`src/rtl/calc_pkg.sv`:
```
// Shared calculator definitions: operator codes, key classes and the 4x4 keymap decode.
package calc_pkg;

  localparam logic [1:0] OP_ADD = 2'b00;
  localparam logic [1:0] OP_SUB = 2'b01;
  localparam logic [1:0] OP_MUL = 2'b10;
  localparam logic [1:0] OP_DIV = 2'b11;

  typedef enum logic [1:0] {KEY_DIGIT, KEY_OP, KEY_EQ, KEY_CE} key_class_e;

  typedef struct packed {
    key_class_e cls;
    logic [3:0] value;
  } key_info_t;

  // Column 3 holds the operators, ordered by row to match the op codes.
  function automatic key_info_t decode_key(input logic [1:0] row, input logic [1:0] col);
    key_info_t k;
    k.cls   = KEY_DIGIT;
    k.value = 4'd0;
    if (col == 2'd3) begin
      k.cls   = KEY_OP;
      k.value = {2'b00, row};
    end else if (row == 2'd3) begin
      unique case (col)
        2'd0:    k.cls = KEY_CE;
        2'd1:    k.value = 4'd0;
        default: k.cls = KEY_EQ;
      endcase
    end else begin
      k.value = {2'b00, row} * 4'd3 + {2'b00, col} + 4'd1;
    end
    return k;
  endfunction

endpackage

```
`src/rtl/keypad_row_sync.sv`:
```
// Two-flop synchroniser for the asynchronous keypad row inputs; resets to all-released.
module keypad_row_sync #(
  parameter int unsigned Width = 4
) (
  input  logic             clk,
  input  logic             clear,
  input  logic [Width-1:0] row_n,
  output logic [Width-1:0] rs
);

  logic [Width-1:0] meta_q;
  logic [Width-1:0] sync_q;

  always_ff @(posedge clk) begin
    if (clear) begin
      meta_q <= '1;
      sync_q <= '1;
    end else begin
      meta_q <= row_n;
      sync_q <= meta_q;
    end
  end

  assign rs = sync_q;

endmodule

```
`src/rtl/keypad_scanner.sv`:
```
// 4x4 keypad scanner: column rotation, debounced press/release tracking and key event decode.
module keypad_scanner
  import calc_pkg::*;
#(
  parameter int unsigned SCAN_DIV       = 50000,
  parameter int unsigned DEBOUNCE_SCANS = 4
) (
  input  logic       clk,
  input  logic       clear,
  input  logic [3:0] row_n,
  output logic [3:0] col_n,
  output logic       num_pressed,
  output logic [3:0] digit,
  output logic       op_selected,
  output logic [1:0] op_code,
  output logic       eq_pressed,
  output logic       ce_pressed
);

  localparam int unsigned TimerW = $clog2(SCAN_DIV);
  localparam int unsigned CntW   = $clog2(DEBOUNCE_SCANS + 1);

  typedef enum logic [1:0] {StScan, StDebounce, StEmit, StRelease} state_e;

  state_e            state_q, state_d;
  logic [TimerW-1:0] timer_q;
  logic [1:0]        col_q, col_d;
  logic [1:0]        row_q, row_d;
  logic [CntW-1:0]   cnt_q, cnt_d;
  logic [3:0]        digit_q, digit_d;
  logic [1:0]        op_q, op_d;

  logic [3:0] rs;
  logic       tc;
  logic       hit;
  logic [1:0] hit_row;
  logic       reach;
  key_info_t  new_key, emit_key;

  keypad_row_sync #(
    .Width(4)
  ) u_row_sync (
    .clk  (clk),
    .clear(clear),
    .row_n(row_n),
    .rs   (rs)
  );

  assign tc       = (timer_q == TimerW'(SCAN_DIV - 1));
  assign reach    = ((cnt_q + CntW'(1)) == CntW'(DEBOUNCE_SCANS));
  assign new_key  = decode_key(hit_row, col_q);
  assign emit_key = decode_key(row_q, col_q);

  // Exactly one row low means a single unambiguous key in the driven column.
  always_comb begin
    hit     = 1'b1;
    hit_row = 2'd0;
    unique case (rs)
      4'b1110: hit_row = 2'd0;
      4'b1101: hit_row = 2'd1;
      4'b1011: hit_row = 2'd2;
      4'b0111: hit_row = 2'd3;
      default: hit = 1'b0;
    endcase
  end

  always_comb begin
    state_d = state_q;
    col_d   = col_q;
    row_d   = row_q;
    cnt_d   = cnt_q;
    digit_d = digit_q;
    op_d    = op_q;
    unique case (state_q)
      StScan: begin
        if (tc) begin
          if (hit) begin
            row_d = hit_row;
            cnt_d = CntW'(1);
            state_d = (DEBOUNCE_SCANS == 1) ? StEmit : StDebounce;
          end else begin
            col_d = col_q + 2'd1;
          end
        end
      end
      StDebounce: begin
        if (tc) begin
          if (hit && hit_row == row_q) begin
            cnt_d = cnt_q + CntW'(1);
            if (reach) state_d = StEmit;
          end else begin
            state_d = StScan;
            col_d   = col_q + 2'd1;
          end
        end
      end
      StEmit: begin
        cnt_d   = '0;
        state_d = StRelease;
      end
      default: begin
        if (tc) begin
          if (rs == 4'b1111) begin
            cnt_d = cnt_q + CntW'(1);
            if (reach) begin
              state_d = StScan;
              col_d   = col_q + 2'd1;
            end
          end else begin
            cnt_d = '0;
          end
        end
      end
    endcase
    // Load the value on entry to emit so it is already valid alongside the pulse.
    if (state_d == StEmit && state_q != StEmit) begin
      if (new_key.cls == KEY_DIGIT) digit_d = new_key.value;
      if (new_key.cls == KEY_OP)    op_d    = new_key.value[1:0];
    end
  end

  always_ff @(posedge clk) begin
    if (clear) begin
      state_q <= StScan;
      timer_q <= '0;
      col_q   <= 2'd0;
      row_q   <= 2'd0;
      cnt_q   <= '0;
      digit_q <= 4'd0;
      op_q    <= OP_ADD;
    end else begin
      state_q <= state_d;
      timer_q <= tc ? '0 : timer_q + TimerW'(1);
      col_q   <= col_d;
      row_q   <= row_d;
      cnt_q   <= cnt_d;
      digit_q <= digit_d;
      op_q    <= op_d;
    end
  end

  always_comb begin
    num_pressed = 1'b0;
    op_selected = 1'b0;
    eq_pressed  = 1'b0;
    ce_pressed  = 1'b0;
    if (state_q == StEmit && !clear) begin
      unique case (emit_key.cls)
        KEY_DIGIT: num_pressed = 1'b1;
        KEY_OP:    op_selected = 1'b1;
        KEY_EQ:    eq_pressed  = 1'b1;
        default:   ce_pressed  = 1'b1;
      endcase
    end
  end

  assign col_n   = ~(4'b0001 << col_q);
  assign digit   = digit_q;
  assign op_code = op_q;

endmodule

```
`config.mk`:
```
export PLATFORM = sky130hd
export DESIGN_NAME = keypad_scanner
export DESIGN_NICKNAME = d
export VERILOG_FILES = /design/src/rtl/calc_pkg.sv /design/src/rtl/keypad_row_sync.sv /design/src/rtl/keypad_scanner.sv
export SDC_FILE = /design/constraint.sdc
export NUM_CORES = 1
export LEC_CHECK = 0
export ABC_AREA = 0
export CAP_MARGIN = 20
export CORE_MARGIN = 3
export CORE_UTILIZATION = 45
export CTS_BUF_LIST = sky130_fd_sc_hd__clkbuf_8
export DETAILED_ROUTE_END_ITERATION = 10
export GPL_TIMING_DRIVEN = 0
export PLACE_DENSITY = 0.66
export SYNTH_ARGS = -nofsm -noshare
export SYNTH_HDL_FRONTEND = slang
export SYNTH_SLANG_ARGS = --single-unit
```
`constraint.sdc`:
```
create_clock -name clk -period 3.6 [get_ports clk]
set_clock_uncertainty 0.1 [all_clocks]
set_input_delay 0.54 -clock clk [delete_from_list [all_inputs] [get_ports clk]]
set_output_delay 0.54 -clock clk [all_outputs]
set_load 0.02 [all_outputs]
```
### After elaboration in Yosys (flattened, before gate mapping)

Index checks and enable logic that the tools add are counted.

| storage, ports and cells | value |
|---|---|
| bits in registers | 39 |
| word-level logic and storage cells | 106 |

| cells by class | value |
|---|---|
| $add $sub $neg | 7 |
| multipliers | 2 |
| eq/ne operators | 25 |
| shift-type cells | 1 |
| mux-type cells | 41 |
| bitwise operators | 2 |
| reductions and logical operators | 19 |

Operators by type and width:

| kind | number |
|---|---|
| $mux 2 | 17 |
| $mux 3 | 6 |
| $pmux 2 s3 | 3 |
| $add 16x1->16 const B | 1 |
| $eq 16x16->1 const B | 1 |
| $eq 4x4->1 const B | 4 |
| $ne 2x2->1 const B | 7 |
| $eq 2x2->1 const B | 6 |
| $mux 6 | 2 |
| $mux 1 | 9 |
| $pmux 3 s3 | 1 |
| $add 4x1->4 const B | 2 |
| $add 4x2->4 | 2 |
| $eq 2x1->1 const B | 4 |
| $logic_not 2->1 | 4 |
| $mul 2x2->4 const B | 2 |
| $mux 4 | 2 |
| $reduce_and 6->1 | 1 |
| $reduce_bool 3->1 | 2 |
| $reduce_and 5->1 | 1 |
| $eq 4x3->1 const B | 1 |
| $not 4->4 | 1 |
| $pmux 2 s2 | 1 |
| $reduce_and 2->1 | 2 |
| other kinds (13) | 15 |

### Logic depth before layout (Yosys ltp)

| depth | value |
|---|---|
| word-level depth | 10 |
| mapped depth | 10 |
| mapped depth without buffers | 9 |

### Modules after synthesis

From an unflattened synthesis, not the netlist that was laid out.

| unflattened totals | value |
|---|---|
| cell total of the unflattened synthesis | 239 |
| area, all modules | 2,135.8 µm² |

Modules (own cells, without submodules):

| module | times used | cells an instance | area each (µm²) | seq. area each (µm²) |
|---|---|---|---|---|
| keypad_scanner | 1 | 223 | 1,925.6 | 620.6 |
| keypad_row_sync | 1 | 16 | 210.2 | 160.2 |

### Least setup slack after synthesis

Ideal clock, no wire load.

| timing path | value |
|---|---|
| kind | flip-flop to flip-flop |
| start | register u_row_sync.sync_q[3], in the netlist u_row_sync.rs[3] |
| end | register op_q[1], in the netlist op_code[1] |
| arrival | 2.369 ns |
| data required time | 3.377 ns |
| setup slack | 1.008 ns |
| cell stages (with the launch flop) | 11 |
| path buffers | 1 |
| path through | dfxtp_1 -> clkbuf_1 -> xor2_1 -> and3_1 -> fa_1 -> inv_1 -> fa_1 -> nor3_1 -> a21oi_1 -> nor2_1 -> mux2_1 |

| on the way | value |
|---|---|
| longest elaborated chain between the ends | 10 |
| elaborated cells between the ends (all ways) | 28 |

RTL lines:

| element | RTL line | text |
|---|---|---|
| start: declaration | keypad_row_sync.sv:12 | `logic [Width-1:0] sync_q;` |
| start signal: assignment | keypad_row_sync.sv:20 | `sync_q <= meta_q;` |
| $eq 4x3->1 / $eq 4x4->1 (equally long branches) | keypad_scanner.sv:58 | `unique case (rs)` |
| $pmux 2 s3 (*) | keypad_scanner.sv:58 |  |
| via hit_row[0] | keypad_scanner.sv:36 | `logic [1:0] hit_row;` |
| branches (longest 8 deep; another with $mul 2x2->4) | n/a |  |
| end signal: assignment | keypad_scanner.sv:138 | `op_q <= op_d;` |
| end: declaration | keypad_scanner.sv:31 | `logic [1:0] op_q, op_d;` |

Mark *: on every way through the listed nets, which the timed path passes.
A chain may end at the register's enable or synchronous reset.

### Worst setup path after layout

| timing path | value |
|---|---|
| start | input port clear |
| end | output port ce_pressed |

| on the way | value |
|---|---|
| longest elaborated chain between the ends | 3 |

RTL lines:

| element | RTL line | text |
|---|---|---|
| start: declaration | keypad_scanner.sv:9 | `input logic clear,` |
| $logic_not 1->1 | keypad_scanner.sv:147 | `if (state_q == StEmit && !clear) begin` |
| $logic_and 1x1->1 | keypad_scanner.sv:147 |  |
| $mux 1 | keypad_scanner.sv:147 |  |
| end: declaration | keypad_scanner.sv:17 | `output logic ce_pressed` |

No other way between the ends.

==> impl_metrics.csv <==
group,metric,value,unit
sta,period_minus_slack,3.20,ns
synthesis,async_reset_ff_share,0,%
floorplan,io_pins,20,
sta,slew_viol_final,0,
sta,min_period_over_period,88.8,%
place,gp_congestion,0.780,
layout,mostFrequentLayoutCells,"dfxtp_1 (39), nor2_1 (28), clkdlybuf4s50_1 (19)",
clock_network,clk_latency,0.30,ns
worst_hold_path,hp-class,"reg2reg",
grt,overflow,0,
detailed_routing,wirelength,4040,µm
sta,fin_tns_setup,0,ns
grt,antenna_found_initial,0,
sta,relSlewSlack,62.4,%
detailed_routing,final_antenna_net_count,0,
synthesis,ys_top_cells_by_area,"dfxtp_1 (36%), ha_1 (7.0%), nor2_1 (4.9%)",
power_and_ir_drop,irDropWorstVdd,0.000209,V
synthesis,ys_warn_count,0,
place,dp_worst_setup_slack,0.361,ns
grt,grtUsageTotal,16.0,%
floorplan,die_h,75.3,µm
synthesis,yosysTopAreaCellShare,36.2,%
detailed_routing,drc,0,
synthesis,synthDistinctLibCells,51,
run_status,outcome,"complete, no violations",
flow_run,max_cap_violations,0,
detailed_routing,wl_per_cell,12.8,µm
clock_network,cts_resized,0,
clock_network,post_cts_buffers,0,
floorplan,initial_utilization,47.9,%
floorplan,rows,24,
sta,fin_ws,0.403,ns
grt,grt_max_degree,13,
layout,layout.nets,284,
clock_network,postCtsHoldBufs,0,
power_and_ir_drop,p_leak,0.958,nW
layout,area_growth,17.3,%
synthesis,avgSynthCellArea,9.07,µm²
detailed_routing,vias_per_cell,5.33,
worst_hold_path,holdPathStages,1,
layout,num_antenna_cells,0,
worst_setup_path,start_kind,"input pin",
worst_setup_path,cp.required,2.96,ns
sta,hold_violations,0,
sta,final-setup-viol-count,0,
detailed_routing,routed-via-count,1690,
synthesis,synth_top_area_cell,"dfxtp_1",
clock_network,cts_tree,"yes",
place,port_buffers,19,
worst_setup_path,cp_max_fo,6,
worst_setup_path,r2r_cells,10,
synthesis,netlist_area,2160,µm²
synthesis,synth_flop_cell,"dfxtp_1",
floorplan,die_area,5670,µm²
layout,drive_above_1_share,13.2,%
sta,worst_slew_pin_slew,0.560,ns
sta,max_freq,313,MHz
grt,grt_pass1_vias,1537,
synthesis,synth_seq_cells,39,
clock_network,cts_root_buffer,"clkbuf_8",
synthesis,synth-edff-count,0,
synthesis,syn-num-nets,258,
power_and_ir_drop,powerDensity,350,nW/µm²
worst_setup_path,endpoint_kind,"output port",
synthesis,ys_seq_area_share,36.2,%
grt,grt_pass1_wl,6890,µm
floorplan,die_w,75.3,µm
clock_network,clockBufferDepth,2,
clock_network,clk_pin_slew,0.08,ns
worst_setup_path,path_class,"in2out",
worst_setup_path,worstPathArrival,2.56,ns
clock_network,clkSinkCount,39,
layout,mostFrequentLayoutCell,"dfxtp_1",
detailed_routing,dr.pass1.iters,4,
clock_network,cts_buffers,5,
sta,rsz0062_at_grt,"false",
synthesis,syn_inst,238,
floorplan,placeableCoreArea,4500,µm²
place,dp_hpwl,2960,µm
clock_network,cts_htree_levels,2,
detailed_routing,drtIter0Drc,114,
-- critical path, cell delays in order --
cell,delay [ns]
clkdlybuf4s50_1,0.52
or3_1,0.40
nor4_1,0.31
and2_1,0.18
clkdlybuf4s50_1,0.61
-- logic make-up after synthesis --
group	share of synthesized area [%]
buf+inv	5.74
mux	5.85
simple gates	29.7
compound gates	8.11
flops	36.2
xor+xnor	5.68
fa+ha+maj	8.81
-- report_power, final --
group          internal [W]  switching (W)  total [W]
sequential         0.000438     0.00000412   0.000442
clock              0.000224       0.000156   0.000380
combinational     0.0000288      0.0000337  0.0000625
total              0.000691       0.000194   0.000885
-- final cells by class --
cell class              count  area [µm²]
clock buffers               6        82.6
inverters                  15        56.3
fillers                   426        1970
clock inverters             2        35.0
flip-flops and latches     39         781
multi-input cells         174        1250
plain buffers              10        67.6
repair buffers             19         190
well taps                  52        65.1
-- state kept, by name, summed over array words and instances (netlist names) --
register / flops
op_code: 2
col_q: 2
cnt_q: 3
u_row_sync.rs: 4
u_row_sync.meta_q: 4
timer_q: 16
digit: 4
row_q: 2
state_q: 2
-- metal layers --
| layer | track usage, % | wire length, µm | up-vias |
|---|---|---|---|
| li1 | - | - | 868 |
| met1 | 22.7 | 2080 | 787 |
| met2 | 22.9 | 1730 | 27 |
| met3 | 3.74 | 147 | 8 |
| met4 | 7.57 | 85 | 0 |
| met5 | 0 | 0 | - |
-- synthesized netlist by cell type, drive strengths merged, types with 3 or more instances --
| library cell | instances |
|---|---|
| nand2 | 12 |
| nor2b | 3 |
| mux2 | 5 |
| nor2 | 28 |
| clkbuf | 6 |
| nand2b | 5 |
| and3 | 3 |
| dfxtp | 39 |
| xnor2 | 6 |
| o21ai | 7 |
| ha | 12 |
| inv | 15 |
| nor3 | 5 |
| a21oi | 11 |
| nand3b | 3 |
| xor2 | 8 |
| or3 | 5 |
| buf | 4 |
| nand4 | 4 |
| mux2i | 7 |
| or2 | 12 |
| nand3 | 10 |
-- metrics by stage --
step	power, W	util, %	std cells	cell area [µm²]	hold slack [ns]
floorplan	0.000497	-	238	2160	0.289
global placement	0.000515	53.6	309	2410	0.294
detailed placement	0.000515	53.6	309	2410	0.293
CTS	0.000902	56.2	317	2530	0.312
global route	0.000925	56.2	317	2530	0.321
finish	0.000885	56.2	317	2530	0.310
-- worst paths after layout --
path,from,end,slack (ns)
min,u_row_sync.meta_q[3],u_row_sync.rs[3],0.31
min reg2reg,u_row_sync.meta_q[3],u_row_sync.rs[3],0.31
max,clear,ce_pressed,0.40
max reg2reg,u_row_sync.rs[3],digit[1],0.76
(Power assumes the default switching activity.)
